`config.mk`:
```
export PLATFORM = sky130hd
export DESIGN_NAME = mem_stage_lsu
export DESIGN_NICKNAME = d
export VERILOG_FILES = /design/src/rtl/mem_stage_lsu.sv
export SDC_FILE = /design/constraint.sdc
export NUM_CORES = 1
export LEC_CHECK = 0
export ABC_CLOCK_PERIOD_IN_PS = 4250
export CAP_MARGIN = 5
export CORE_ASPECT_RATIO = 0.75
export CORE_MARGIN = 2
export CORE_UTILIZATION = 47
export CTS_CLUSTER_SIZE = 20
export DETAILED_ROUTE_END_ITERATION = 7
export GPL_ROUTABILITY_DRIVEN = 0
export PLACE_DENSITY = 0.84
export SLEW_MARGIN = 0
export SYNTH_ARGS = -nofsm -noshare
export SYNTH_HDL_FRONTEND = slang
export SYNTH_SLANG_ARGS = --single-unit
```
`constraint.sdc`:
```
create_clock -name clk -period 4.25 [get_ports clk]
set_input_delay 0.425 -clock clk [delete_from_list [all_inputs] [get_ports clk]]
set_output_delay 0.425 -clock clk [all_outputs]
set_load 0.1 [all_outputs]
```
`src/rtl/mem_stage_lsu.sv`:
```
// +----------------------------------------------------------------------------+
// | mem_stage_lsu : memory-stage load/store unit on a valid/ready data bus     |
// | Rev 1.0                                                                    |
// +----------------------------------------------------------------------------+
`default_nettype none

module mem_stage_lsu #(
  parameter int TIMEOUT_CYCLES = 16,
  parameter int CNT_W          = 5
) (
  input  logic        clk,
  input  logic        rst,
  input  logic [31:0] addr_in,
  input  logic [31:0] store_data_in,
  input  logic [2:0]  funct3_in,
  input  logic        MemRead_in,
  input  logic        MemWrite_in,
  output logic        stall_out,
  output logic [31:0] load_data_out,
  output logic        load_valid,
  output logic        fault,
  output logic        bus_req,
  output logic        bus_we,
  output logic [31:0] bus_addr,
  output logic [31:0] bus_wdata,
  output logic [3:0]  bus_wstrb,
  input  logic        bus_ready,
  input  logic [31:0] bus_rdata
);

  localparam logic [1:0] IDLE = 2'd0;
  localparam logic [1:0] BUSY = 2'd1;
  localparam logic [1:0] DONE = 2'd2;

  localparam logic [CNT_W-1:0] CNT_LAST = CNT_W'(TIMEOUT_CYCLES - 1);

  logic [1:0]       state_q, state_d;
  logic [CNT_W-1:0] cnt_q, cnt_d;
  logic             timeout_q, timeout_d;
  logic             bus_we_q, bus_we_d;
  logic [31:0]      bus_addr_q, bus_addr_d;
  logic [31:0]      bus_wdata_q, bus_wdata_d;
  logic [3:0]       bus_wstrb_q, bus_wstrb_d;
  logic [2:0]       f3_q, f3_d;
  logic [1:0]       off_q, off_d;
  logic             load_q, load_d;
  logic [31:0]      load_data_q, load_data_d;

  logic        op;
  logic        illegal;
  logic        misaligned;
  logic        fault_comb;
  logic [31:0] lane_wdata;
  logic [3:0]  lane_wstrb;
  logic [31:0] rd_shifted;
  logic [15:0] rd_half;
  logic [31:0] load_ext;

  // Request decode: a store wins when both MemRead and MemWrite are set.
  always_comb begin
    op         = MemRead_in | MemWrite_in;
    illegal    = (funct3_in == 3'b011) | (funct3_in == 3'b110) | (funct3_in == 3'b111)
               | (MemWrite_in & funct3_in[2]);
    misaligned = ((funct3_in[1:0] == 2'b01) & addr_in[0])
               | ((funct3_in == 3'b010) & (addr_in[1:0] != 2'b00));
    fault_comb = op & (illegal | misaligned);
  end

  always_comb begin
    lane_wdata = store_data_in;
    lane_wstrb = 4'b1111;
    case (funct3_in[1:0])
      2'b00: begin
        lane_wdata = {4{store_data_in[7:0]}};
        lane_wstrb = 4'b0001 << addr_in[1:0];
      end
      2'b01: begin
        lane_wdata = {2{store_data_in[15:0]}};
        lane_wstrb = 4'b0011 << addr_in[1:0];
      end
      default: begin
        lane_wdata = store_data_in;
        lane_wstrb = 4'b1111;
      end
    endcase
  end

  // Extraction relies on the offset latched at issue, not the live address.
  always_comb begin
    rd_shifted = bus_rdata >> {off_q, 3'b000};
    rd_half    = off_q[1] ? bus_rdata[31:16] : bus_rdata[15:0];
    case (f3_q)
      3'b000:  load_ext = {{24{rd_shifted[7]}}, rd_shifted[7:0]};
      3'b100:  load_ext = {24'd0, rd_shifted[7:0]};
      3'b001:  load_ext = {{16{rd_half[15]}}, rd_half};
      3'b101:  load_ext = {16'd0, rd_half};
      default: load_ext = bus_rdata;
    endcase
  end

  always_comb begin
    state_d     = state_q;
    cnt_d       = cnt_q;
    timeout_d   = timeout_q;
    bus_we_d    = bus_we_q;
    bus_addr_d  = bus_addr_q;
    bus_wdata_d = bus_wdata_q;
    bus_wstrb_d = bus_wstrb_q;
    f3_d        = f3_q;
    off_d       = off_q;
    load_d      = load_q;
    load_data_d = load_data_q;
    case (state_q)
      IDLE: begin
        if (op & !fault_comb) begin
          state_d     = BUSY;
          cnt_d       = '0;
          timeout_d   = 1'b0;
          bus_we_d    = MemWrite_in;
          bus_addr_d  = {addr_in[31:2], 2'b00};
          bus_wdata_d = lane_wdata;
          bus_wstrb_d = MemWrite_in ? lane_wstrb : 4'b0000;
          f3_d        = funct3_in;
          off_d       = addr_in[1:0];
          load_d      = MemRead_in & !MemWrite_in;
        end
      end
      BUSY: begin
        cnt_d = cnt_q + 1'b1;
        if (bus_ready) begin
          state_d     = DONE;
          timeout_d   = 1'b0;
          load_data_d = load_q ? load_ext : load_data_q;
        end else if (cnt_q == CNT_LAST) begin
          state_d     = DONE;
          timeout_d   = 1'b1;
          load_data_d = '0;
        end
      end
      DONE: begin
        state_d   = IDLE;
        timeout_d = 1'b0;
      end
      default: state_d = IDLE;
    endcase
  end

  always_ff @(posedge clk or negedge rst) begin
    if (!rst) begin
      state_q     <= IDLE;
      cnt_q       <= '0;
      timeout_q   <= 1'b0;
      bus_we_q    <= 1'b0;
      bus_addr_q  <= '0;
      bus_wdata_q <= '0;
      bus_wstrb_q <= '0;
      f3_q        <= '0;
      off_q       <= '0;
      load_q      <= 1'b0;
      load_data_q <= '0;
    end else begin
      state_q     <= state_d;
      cnt_q       <= cnt_d;
      timeout_q   <= timeout_d;
      bus_we_q    <= bus_we_d;
      bus_addr_q  <= bus_addr_d;
      bus_wdata_q <= bus_wdata_d;
      bus_wstrb_q <= bus_wstrb_d;
      f3_q        <= f3_d;
      off_q       <= off_d;
      load_q      <= load_d;
      load_data_q <= load_data_d;
    end
  end

  assign bus_req       = (state_q == BUSY);
  assign bus_we        = bus_we_q;
  assign bus_addr      = bus_addr_q;
  assign bus_wdata     = bus_wdata_q;
  assign bus_wstrb     = bus_wstrb_q;
  assign load_data_out = load_data_q;
  assign load_valid    = (state_q == DONE) & load_q & !timeout_q;
  assign fault         = fault_comb | ((state_q == DONE) & timeout_q);
  assign stall_out     = op & !fault_comb & (state_q != DONE);

endmodule

`default_nettype wire

```
==> impl_metrics.csv <==
group,metric,value,unit
floorplan,core,10860,sq um
placement,dp_hpwl,11.26,mm
route,routedWlPerCell,17.75,um
clock_network,clk_pin_slew,50,ps
sta,rsz0062_at_grt,"false",
yosys,synth-seq-cells,113,
route,drt_iter0_markers,416,
route,top_layer_used,"met4",
floorplan,die_h,95.25,um
route,wl,16.05,mm
route,dr_wl_met3,1.583,mm
yosys,syn_inst,552,
sta,setup_violations,0,
clock_network,numCtsBuffers,17,
sta,fin_hold_ws,189.6,ps
grt,grt_max_degree,82,
job,drv_cap,0,
clock_network,cts_num_sinks,113,
critical_path,critPathMaxFanout,11,
route,vias,4951,
floorplan,row_count,33,
sta,fin_tns_setup,0,ps
grt,track_usage,0.2755,
grt,grt_pass1_vias,4982,
critical_path,crit_required,3830,ps
clock_network,clock_path_buffers,2,
critical_path,critPathMaxStageDelay,680,ps
grt,grt_antenna_before_repair,0,
grt,grt-ovfl-total,0,
yosys,synthesis.area,5218,sq um
yosys,async_flop_share,1.000,
floorplan,die_area,11970,sq um
route,routed-wl-met2,7.424,mm
sta,max_freq,340.8,MHz
yosys,synth.distinct_cells,38,
floorplan,die_width,125.7,um
clock_network,htreeDepth,4,
critical_path,cp.arrival,2510,ps
clock_network,cts_root_buf,"clkbuf_16",
finish,nFillCells,754,
sta,maxSlewViolCount,0,
finish,nets,861,
route,drt-met1-wl,6.631,mm
floorplan,ios,209,
finish,areaGrowthSynthToFinish,52.35,%
sta,min_period_over_period,0.6903,
clock_network,cts_setup_buffers,0,
clock_network,clkLatencyLatePin,410,ps
floorplan,initial_utilization,0.4805,
critical_path,end_kind,"output port",
clock_network,hold_buffers,0,
sta,min_period,2934,ps
yosys,synth_edf_count,0,
clock_network,cts_tree,"done",
finish,fin_util,0.7320,
route,dr.pass1.iters,5,
sta,slew_headroom,0.2043,
yosys,ys_seq_area_frac,0.5420,
sta,tightestPinTransition,1189,ps
yosys,synthFlopType,"dfrtp_1",
grt,grt_first_pass_wirelength,25.61,mm
finish,diodes,0,
route,viasPerCell,5.477,
sta,skew,7.911,ps
critical_path,crit_slowest_cell,"a221oi_1",
critical_path,start_kind,"input port",
clock_network,postCtsResizedCells,0,
yosys,yosysWarningCount,0,
finish,multi_input_area,2238,sq um
sta,hold_viol_final,0,
critical_path,path_class,"in2out",
status,status,"completed",
worst_hold_path,hp-class,"in2async",
route,postRouteAntennaNets,0,
finish,drive_gt1_frac,0.06283,
placement,io_buffers,206,
critical_path,cp_cell_sequence,"clkdlybuf4s50_1 -> a221oi_1 -> o22ai_1 -> nor2_1 -> buf_12",
yosys,syn-mean-instance-area,9.452,sq um
route,drcViolationCount,0,
finish,ff_latch_area,2828,sq um
==> through the flow <==
stage | setup WS [ps] | cell area, sq um | cells
after CTS | 1334 | 7949 | 904
after global routing | 1139 | 7949 | 904
after floorplan | 788.2 | 5221 | 553
after detailed placement | 1255 | 7383 | 872
after global placement | 1405 | 7383 | 872
final | 1316 | 7949 | 904
==> layout by cell type, fill, tap and decap left out, types with 7 or more instances in the layout <==
cell type,n
clkdlybuf4s50_1,203
mux2i_1,24
o21a_1,7
nand2_1,173
nor2_1,27
o21ai_1,12
nor2b_1,10
o21ai_0,47
a221o_1,17
dfrtp_1,113
inv_1,8
buf_4,8
clkbuf_16,17
a211oi_1,7
o31ai_1,7
a21oi_1,17
==> critical path: cells and delay by family <==
family	cells	cell delay, ps
compound gates	2	930
buf+inv	2	830
simple gates	1	320
==> worst paths after layout <==
kind,start,to,slack [ps],cells after the start
worst max-delay path,MemWrite_in,stall_out,1320,5
worst min-delay path,rst,bus_wdata[16],190,1
worst max register to register,cnt_q[0],load_data_out[17],1770,6
worst min register to register,bus_wdata[4],bus_wdata[4],470,2
max in group asynchronous,rst,bus_wstrb[3],3030,2
min in group clk,bus_wdata[4],bus_wdata[4],470,2
==> synthesized netlist by cell type, drive strengths merged, types with 2 or more instances <==
cell / number / area (sq um)
nand3: 4 / 20.02
mux2i: 24 / 240.2
inv: 8 / 30.03
nor2: 27 / 101.4
ha: 6 / 75.07
nand2: 173 / 649.4
o21ai: 59 / 295.3
and3: 3 / 18.77
o21a: 7 / 52.55
buf: 8 / 48.79
o22ai: 3 / 18.77
clkbuf: 25 / 93.84
a221o: 17 / 170.2
dfrtp: 113 / 2828
a21oi: 17 / 85.08
a22o: 5 / 43.79
o31ai: 7 / 52.55
and2: 6 / 37.54
a21o: 2 / 15.01
mux4: 2 / 45.04
a211oi: 7 / 52.55
nand2b: 4 / 25.02
nor2b: 10 / 62.56
mux2: 5 / 56.30
==> cell type report <==
class | count | share of cell area
sequential | 113 | 0.3557
inverter | 8 | 0.003778
clock buffer | 22 | 0.05714
multi-input combinational | 399 | 0.2816
timing repair buffer | 212 | 0.2657
clock inverter | 10 | 0.01401
tap | 140 | 0.02204
==> routing by layer <==
metal / GRT usage / vias to the layer above
li1: - / 2289
met5: 0 / -
met4: 0.1009 / 0
met1: 0.3448 / 2374
met3: 0.1021 / 32
met2: 0.4437 / 256
==> kinds of logic after synthesis <==
| logic type | after synthesis | synth area share |
|---|---|---|
| other | 1 | 0.0007187 |
| AO/OA/AOI/OAI | 129 | 0.1631 |
| multiplexers | 31 | 0.06547 |
| AND/OR/NAND/NOR | 231 | 0.1813 |
| buffers and inverters | 41 | 0.03309 |
| flip-flops | 113 | 0.5420 |
| adder cells (fa/ha/maj) | 6 | 0.01439 |
==> state kept, by name (all words and copies together) (netlist names) <==
| name | count |
|---|---|
| off_q | 2 |
| bus_we | 1 |
| bus_wdata | 32 |
| bus_wstrb | 4 |
| timeout_q | 1 |
| load_data_out | 32 |
| load_q | 1 |
| state_q | 2 |
| cnt_q | 5 |
| bus_addr | 30 |
| f3_q | 3 |
Power is not shown: default switching activity piles up to over one toggle a cycle in this logic, so the estimate is an artifact.
